File: src/rtl/branch_target_predictor.sv
// Branch target buffer with per-entry saturating direction counters.
// Lookup is combinational: the IF stage gets a prediction for the fetch PC in
// the same cycle. The ID stage trains the table through a single write port.
// Optional statistics counters are enabled by the macro BRANCH_TARGET_PREDICTOR_STATS_EN.
module branch_target_predictor #(
    parameter int ENTRIES = 16,
    parameter int PC_W    = 32,
    parameter int CNT_W   = 2
) (
    input  logic            clk_i,
    input  logic            rst_i,
    input  logic            lookup_valid_i,
    input  logic [PC_W-1:0] lookup_pc_i,
    output logic            pred_hit_o,
    output logic            pred_taken_o,
    output logic [PC_W-1:0] pred_next_pc_o,
    input  logic            update_valid_i,
    input  logic [PC_W-1:0] update_pc_i,
    input  logic            update_taken_i,
    input  logic [PC_W-1:0] update_target_i,
`ifdef BRANCH_TARGET_PREDICTOR_STATS_EN
    input  logic            invalidate_i,
    output logic [31:0]     stat_lookups_o,
    output logic [31:0]     stat_mispredicts_o
`else
    input  logic            invalidate_i
`endif
);

    localparam int IDX_W = $clog2(ENTRIES);
    localparam int TAG_W = PC_W - IDX_W - 2;

    // Counter encodings: weakly taken is MSB set with the rest clear, weakly
    // not taken is one below it.
    localparam logic [CNT_W-1:0] CNT_MAX = {CNT_W{1'b1}};
    localparam logic [CNT_W-1:0] CNT_WT  = CNT_W'(1) << (CNT_W - 1);
    localparam logic [CNT_W-1:0] CNT_WNT = CNT_WT - CNT_W'(1);

    logic [ENTRIES-1:0] valid_q, valid_d;
    logic [TAG_W-1:0]   tag_q    [ENTRIES];
    logic [TAG_W-1:0]   tag_d    [ENTRIES];
    logic [PC_W-1:0]    target_q [ENTRIES];
    logic [PC_W-1:0]    target_d [ENTRIES];
    logic [CNT_W-1:0]   cnt_q    [ENTRIES];
    logic [CNT_W-1:0]   cnt_d    [ENTRIES];

    logic [IDX_W-1:0] l_idx_s, u_idx_s;
    logic [TAG_W-1:0] l_tag_s, u_tag_s;
    logic             u_hit_s;

    assign l_idx_s = lookup_pc_i[IDX_W+1:2];
    assign l_tag_s = lookup_pc_i[PC_W-1:IDX_W+2];
    assign u_idx_s = update_pc_i[IDX_W+1:2];
    assign u_tag_s = update_pc_i[PC_W-1:IDX_W+2];
    assign u_hit_s = valid_q[u_idx_s] && (tag_q[u_idx_s] == u_tag_s);

    // Zero-latency prediction from the current table contents (no update bypass).
    always_comb begin
        pred_hit_o     = 1'b0;
        pred_taken_o   = 1'b0;
        pred_next_pc_o = lookup_pc_i + PC_W'(4);
        if (valid_q[l_idx_s] && (tag_q[l_idx_s] == l_tag_s)) begin
            pred_hit_o   = 1'b1;
            pred_taken_o = cnt_q[l_idx_s][CNT_W-1];
            if (cnt_q[l_idx_s][CNT_W-1]) begin
                pred_next_pc_o = target_q[l_idx_s];
            end else begin
                pred_next_pc_o = lookup_pc_i + PC_W'(4);
            end
        end else begin
            pred_hit_o = 1'b0;
        end
    end

    // Next table state: invalidate beats training; training touches one entry.
    always_comb begin
        valid_d  = valid_q;
        tag_d    = tag_q;
        target_d = target_q;
        cnt_d    = cnt_q;
        if (invalidate_i) begin
            valid_d = '0;
        end else if (update_valid_i) begin
            if (u_hit_s) begin
                if (update_taken_i) begin
                    target_d[u_idx_s] = update_target_i;
                    if (cnt_q[u_idx_s] != CNT_MAX) begin
                        cnt_d[u_idx_s] = cnt_q[u_idx_s] + CNT_W'(1);
                    end else begin
                        cnt_d[u_idx_s] = cnt_q[u_idx_s];
                    end
                end else begin
                    if (cnt_q[u_idx_s] != CNT_W'(0)) begin
                        cnt_d[u_idx_s] = cnt_q[u_idx_s] - CNT_W'(1);
                    end else begin
                        cnt_d[u_idx_s] = cnt_q[u_idx_s];
                    end
                end
            end else if (update_taken_i) begin
                // Allocate, replacing whatever aliasing entry held this slot.
                valid_d[u_idx_s]  = 1'b1;
                tag_d[u_idx_s]    = u_tag_s;
                target_d[u_idx_s] = update_target_i;
                cnt_d[u_idx_s]    = CNT_WT;
            end else begin
                valid_d = valid_q;
            end
        end else begin
            valid_d = valid_q;
        end
    end

    // Table storage, cleared asynchronously by reset.
    always_ff @(posedge clk_i or posedge rst_i) begin
        if (rst_i) begin
            valid_q <= '0;
            for (int i = 0; i < ENTRIES; i++) begin
                tag_q[i]    <= '0;
                target_q[i] <= '0;
                cnt_q[i]    <= CNT_WNT;
            end
        end else begin
            valid_q  <= valid_d;
            tag_q    <= tag_d;
            target_q <= target_d;
            cnt_q    <= cnt_d;
        end
    end

`ifdef BRANCH_TARGET_PREDICTOR_STATS_EN
    logic [31:0] stat_lookups_q, stat_lookups_d;
    logic [31:0] stat_mispredicts_q, stat_mispredicts_d;
    logic        u_pred_taken_s;
    logic        u_wrong_s;

    // Prediction the table would have given for the resolved PC before training.
    assign u_pred_taken_s = u_hit_s && cnt_q[u_idx_s][CNT_W-1];
    assign u_wrong_s      = (u_pred_taken_s != update_taken_i) ||
                            (u_pred_taken_s && update_taken_i &&
                             (target_q[u_idx_s] != update_target_i));

    // Wrapping statistics; invalidate does not clear them.
    always_comb begin
        stat_lookups_d     = stat_lookups_q;
        stat_mispredicts_d = stat_mispredicts_q;
        if (lookup_valid_i) begin
            stat_lookups_d = stat_lookups_q + 32'd1;
        end else begin
            stat_lookups_d = stat_lookups_q;
        end
        if (update_valid_i && !invalidate_i && u_wrong_s) begin
            stat_mispredicts_d = stat_mispredicts_q + 32'd1;
        end else begin
            stat_mispredicts_d = stat_mispredicts_q;
        end
    end

    // Statistics registers.
    always_ff @(posedge clk_i or posedge rst_i) begin
        if (rst_i) begin
            stat_lookups_q     <= 32'd0;
            stat_mispredicts_q <= 32'd0;
        end else begin
            stat_lookups_q     <= stat_lookups_d;
            stat_mispredicts_q <= stat_mispredicts_d;
        end
    end

    assign stat_lookups_o     = stat_lookups_q;
    assign stat_mispredicts_o = stat_mispredicts_q;

    logic unused_s;
    assign unused_s = ^{lookup_pc_i[1:0], update_pc_i[1:0]};
`else
    logic unused_s;
    assign unused_s = ^{lookup_valid_i, lookup_pc_i[1:0], update_pc_i[1:0]};
`endif

endmodule

File: config.mk
export PLATFORM = sky130hd
export DESIGN_NAME = branch_target_predictor
export DESIGN_NICKNAME = d
export VERILOG_FILES = /design/src/rtl/branch_target_predictor.sv
export SDC_FILE = /design/constraint.sdc
export NUM_CORES = 2
export LEC_CHECK = 0
export ABC_AREA = 1
export BUFFER_PORTS_ARGS = -buffer_cell sky130_fd_sc_hd__buf_2
export CELL_PAD_IN_SITES_DETAIL_PLACEMENT = 1
export CELL_PAD_IN_SITES_GLOBAL_PLACEMENT = 1
export CORE_MARGIN = 1.5
export CORE_UTILIZATION = 50
export CTS_CLUSTER_DIAMETER = 50
export DETAILED_ROUTE_END_ITERATION = 7
export GPL_ROUTABILITY_DRIVEN = 0
export PLACE_DENSITY = 0.91
export SKIP_LAST_GASP = 1
export SLEW_MARGIN = 40
export SYNTH_ARGS = -nofsm -noshare
export SYNTH_HDL_FRONTEND = slang
export SYNTH_SLANG_ARGS = --single-unit
export TNS_END_PERCENT = 100
File: constraint.sdc
create_clock -name clk_i -period 80.3 [get_ports clk_i]
set_input_delay 8.03 -clock clk_i [delete_from_list [all_inputs] [get_ports clk_i]]
set_output_delay 8.03 -clock clk_i [all_outputs]
set_load 0.005 [all_outputs]
* After elaboration in Yosys (flattened, before gate mapping)
Cells that the tools add are included.
Storage, ports and cells: register bits 976, output and inout bits 34
Operators by class: add/subtract/negate cells 3, magnitude comparators 6, equality and inequality tests 4, mux-type cells 45, bitwise logic cells 8, reductions and logical operators 12
Operators by type and width (count):
- $bwmux 512 | 1
- $bwmux 416 | 1
- $mux 32 | 10
- $bmux 26 s4 | 2
- $mux 26 | 5
- $bmux 32 s4 | 1
- $demux 32 s4 | 1
- $demux 26 s4 | 1
- $bwmux 32 | 3
- $mux 16 | 4
- $eq 26x26->1 | 2
- $add 32x3->32 const B | 1
- $or 16x16->16 | 2
- $and 16x16->16 | 1
- $bmux 2 s4 | 2
- $not 16->16 | 1
- $ge 5x5->1 const B | 2
- $lt 4x5->1 const B | 2
- $mux 2 | 5
- $not 4->5 | 2
- $reduce_and 3->1 | 3
- $bmux 1 s4 | 2
- $demux 2 s4 | 1
- $reduce_bool 2->1 | 4
- 10 further kinds | 19

* Depth between registers and ports, before layout
word-level depth 9, gate-level depth with buffers 26

* Worst setup path before layout
No wires, ideal clock.
kind in2out, start point in lookup_pc_i[2], end point out pred_next_pc_o[22], arrival time 10156 ps, slack 62114 ps, stages 14, buffers on the path 8, path through buf_2 -> buf_2 -> buf_2 -> buf_2 -> clkbuf_1 -> buf_2 -> buf_2 -> clkbuf_1 -> o211ai_1 -> nand3_1 -> o211ai_1 -> nand3_1 -> nand3_1 -> nand2_1
Between the ends: word-level cells in the longest chain between the ends 7, elaborated cells between the ends (all ways) 17, classes of those cells 1 x add/sub; 1 x eq/ne; 13 x mux; 1 x bitwise; 1 x reduce/logical
Ends and longest elaborated chain:
- from (decl) | line 13 | input logic [PC_W-1:0] lookup_pc_i,
- $not 4->5 (implied by the code) | line 62, 65, 66
- $bmux 26 s4 | line 62 | if (valid_q[l_idx_s] && (tag_q[l_idx_s] == l_tag_s)) begin
- $mux 26 (implied by the code) (2 in a row) | line 62
- $eq 26x26->1 | line 62
- $logic_and 1x1->1 | line 62
- $mux 32 (*) | line 62
- to (decl) | line 16 | output logic [PC_W-1:0] pred_next_pc_o,
Every way passes the cells marked *; elsewhere a longest branch is shown, timed or not. The select of a mux whose other input is x is not followed.

* Final worst setup path
start point in lookup_pc_i[2], end point out pred_next_pc_o[7]
The elaborated chain is that of the path after synthesis.

==> flow_summary.yaml <==
worst_setup_path:
  cpMaxStageDelayCell: "buf_4"
  crit_family: "buffers and inverters"
  reg2regPathDepth: 19
  path_buf_inv: 6
  cp_max_fo: 119
  crit_top_cell: "nand2_1"
  worst-r2r-setup-slack_ps: 75620
  start_kind: "input port"
  cp.depth: 18
  max_stage_delay_ps: 780
  worstSetupEndpointType: "output pin"
  reg2reg_from: "tag_q[299]"
  cp.arrival_ps: 13300
  reg2reg_to: "tag_q[0]"
  worstPathCellList: "buf_8 > inv_8 > buf_6 > buf_4 > a21oi_1 > o21ai_0 > o21ai_0 > nand2_1 > nand3_1 > xor2_1 > nand3_1 > nor2_1 > nand3b_1 > inv_1 > nand3_2 > nand2_1 > nand2_1 > buf_2"
  required_ps: 72270
  critPathKind: "input port to output pin"
worst_hold_path:
  holdCritStartpoint: "target_q[182]"
  whs_endpoint: "target_q[182]"
  holdPathStages: 2
  hp-class: "register to register"
power:
  power_frac_comb: 0.176
  ir_drop_uv: 21.7
  seq_power_share: 0.418
  internal_power_mw: 1.00
  pwr_density_cell_nw_per_um2: 25.2
  p_sw_frac: 0.320
  p_clk_frac: 0.406
  power_switching_uw: 473
  p_leak_nw: 27.8
floorplan:
  num_rows: 119
  fp.dieH_um: 329
  dieArea_um2: 108000
  core_um2: 105000
  die_w_um: 329
  ios: 136
  start_util: 0.505
drt:
  drt_pass1_iterations: 5
  drt-total-wl_um: 225000
  antenna_left: 0
  dr_total_vias: 56300
  drt_iter0_drc: 6673
  drc: 0
  wl_per_cell_um: 25.7
  via_per_inst: 6.41
place:
  place_ws_ps: 59290
  dp_hpwl_um: 120000
  io_buffers: 132
synth:
  synth-edff-count: 0
  yosysTopAreaCellShare: 0.452
  ys_types: 41
  synth-main-ff-cell: "dfrtp_1"
  synth_area_um2: 53100
  synthArstFlopShare: 1.00
  synthTopCellsByArea: "dfrtp_1 (45%), nand2_1 (17%), o21ai_0 (14%)"
  yosysTopAreaCell: "dfrtp_1"
  syn_nets: 7588
  ys_warn_count: 0
  syn_inst: 7483
  yosysSeqAreaShare: 0.460
  synth_seq_cells: 976
  avgSynthCellArea_um2: 7.10
cells_and_area:
  seqCellArea_um2: 24400
  drive_above_1_share: 0.0706
  final_util: 0.557
  num-fill-cells: 13200
  multi_input_area_um2: 24600
  area_growth_pct: 10.4
  final_nets: 7380
global_route:
  grt_pass1_vias: 58600
  track_usage: 0.407
  grt_pass1_wl_um: 341000
  grt-ovfl-total: 0
  grt_max_degree: 170
  antenna_found_initial: 20
timing:
  worst_pin_slew_ps: 969
  finalHoldViolations: 0
  maxSlewViolCount: 0
  finalSetupTns_ps: 0
  finClkSkew_ps: 28.0
  fin_ws_ps: 58970
  setup_viol: 0
  finalCritPeriodShare: 0.266
  fmax_mhz: 46.9
  rsz0062_at_grt: "false"
  holdWs_ps: 482
  max_slew_margin: 0.354
  fin_crit_ps: 21330
cts:
  clock-root-buffer: "clkbuf_16"
  path_clk_slew_ps: 60
  cts_buffers: 121
  cts-resized-gates: 0
  worstSkewPairLatency_ps: 750
  post_cts_buffers: 0
  hold_buffers: 0
  cts_tree: "yes"
  clockBufferDepth: 3
  cts_sinks: 976
  htreeDepth: 3
status:
  outcome: "complete, no violations"
job:
  maxCapViolCount: 0
-- logic make-up (layout without fill, tap and decap cells) --
| group | count (synthesis) | in the layout | synth area share |
|---|---|---|---|
| buffers and inverters | 1043 | 939 | 0.0797 |
| adders and majority gates | 3 | 3 | 0.000706 |
| muxes | 9 | 9 | 0.00191 |
| DFF | 976 | 976 | 0.460 |
| AOI/OAI and AO/OA | 2047 | 2047 | 0.202 |
| other | 0 | 11 | 0 |
| and+or+nand+nor | 3367 | 3367 | 0.250 |
| xor gates and xnor gates | 38 | 38 | 0.00626 |
-- worst register-to-register path, stage by stage (launching register included) --
cell     delay [ps]
dfrtp_1         390
nand2_1          80
nand2_1          70
nand2_1          60
nand2_1          70
nand2_1          70
nand2_1         200
o21ai_0         570
nand2_1         170
inv_1            90
nand2_1          50
nor2_1           90
nand2_1          90
nor2_4          490
nand2_1         490
buf_4           430
nand2_2         120
buf_4           690
nand2_1         210
o21ai_0         160
-- layout make-up --
type | instances | area share
diodes | 11 | 0.000469
clock buffers | 164 | 0.0578
clock inverters | 63 | 0.0163
inverters | 490 | 0.0319
multi-input cells | 5464 | 0.420
flip-flops and latches | 976 | 0.417
well taps | 1391 | 0.0297
repair buffers | 222 | 0.0274
-- flip-flops by register name, indices dropped and copies added, names as in the netlist --
signal and flops:
target_q 512, tag_q 416, valid_q 16, cnt_q 32
-- cell usage in the layout, fill, tap and decap left out, types with 5 or more instances in the layout --
cell           n
a21oi_1      356
buf_12         5
buf_2        127
buf_4         53
buf_6         32
bufinv_16     18
clkbuf_1      23
clkbuf_16    121
clkbuf_8      20
clkinv_1      21
clkinv_2      16
clkinv_4       7
clkinvlp_4     5
dfrtp_1      960
dfstp_2       16
diode_2       11
inv_1        452
inv_2         10
inv_6          9
inv_8          6
mux2_2         9
nand2_1     2347
nand2_2       10
nand2_4        7
nand3_1      304
nand4_1       40
nor2_1       615
nor2_4        17
nor3_1        12
o211ai_1     123
o21ai_0     1446
o21ai_1       29
o21ai_2       10
o221ai_1       9
o22ai_1       65
xnor2_1        5
xor2_1        33
-- per-layer routing --
layer  vias to the layer above  global-route usage  part of all wire
met5                         -                   0           0.00036
met4                        14               0.281             0.067
li1                      23900                   -                 -
met2                      3355               0.634              0.45
met3                       949              0.0892              0.10
met1                     28100               0.505              0.38
-- cells in the mapped netlist, drive strengths merged (12+ instances only) --
cell / number
nand2: 2366
o21ai: 1485
dfrtp: 960
nor2: 635
inv: 467
a21oi: 356
clkbuf: 351
nand3: 306
buf: 202
o211ai: 123
o22ai: 65
nand4: 40
xor2: 33
clkinv: 23
dfstp: 16
nor3: 12
-- power groups by stage --
stage	combinational (mW)	sequential (mW)	clock [mW]
2_1_floorplan	0.173	0.608	0
6_report	0.260	0.617	0.600
4_1_cts	0.252	0.613	0.599
5_1_grt	0.288	0.623	0.619
3_5_place_dp	0.242	0.619	0
3_3_place_gp	0.226	0.613	0
-- per-stage QoR --
| step | cell area, µm² | power (mW) | instances |
|---|---|---|---|
| floorplan | 53100 | 0.781 | 7483 |
| global placement | 54000 | 0.839 | 8537 |
| detailed placement | 54100 | 0.860 | 8540 |
| CTS | 58500 | 1.46 | 8767 |
| global route | 58600 | 1.53 | 8778 |
| finish | 58700 | 1.48 | 8781 |
-- how the worst max path moves through the flow --
stage | from | endpoint | slack (ps)
3_3_place_gp | lookup_pc_i[2] | pred_next_pc_o[18] | 58670
3_5_place_dp | lookup_pc_i[2] | pred_next_pc_o[18] | 59290
4_1_cts | lookup_pc_i[2] | pred_next_pc_o[13] | 59250
2_1_floorplan | rst_i | cnt_q[11] | 44840
6_report | lookup_pc_i[2] | pred_next_pc_o[7] | 58970
5_1_grt | lookup_pc_i[2] | pred_next_pc_o[20] | 58790
Note: power is estimated with default switching activity, not from simulation.
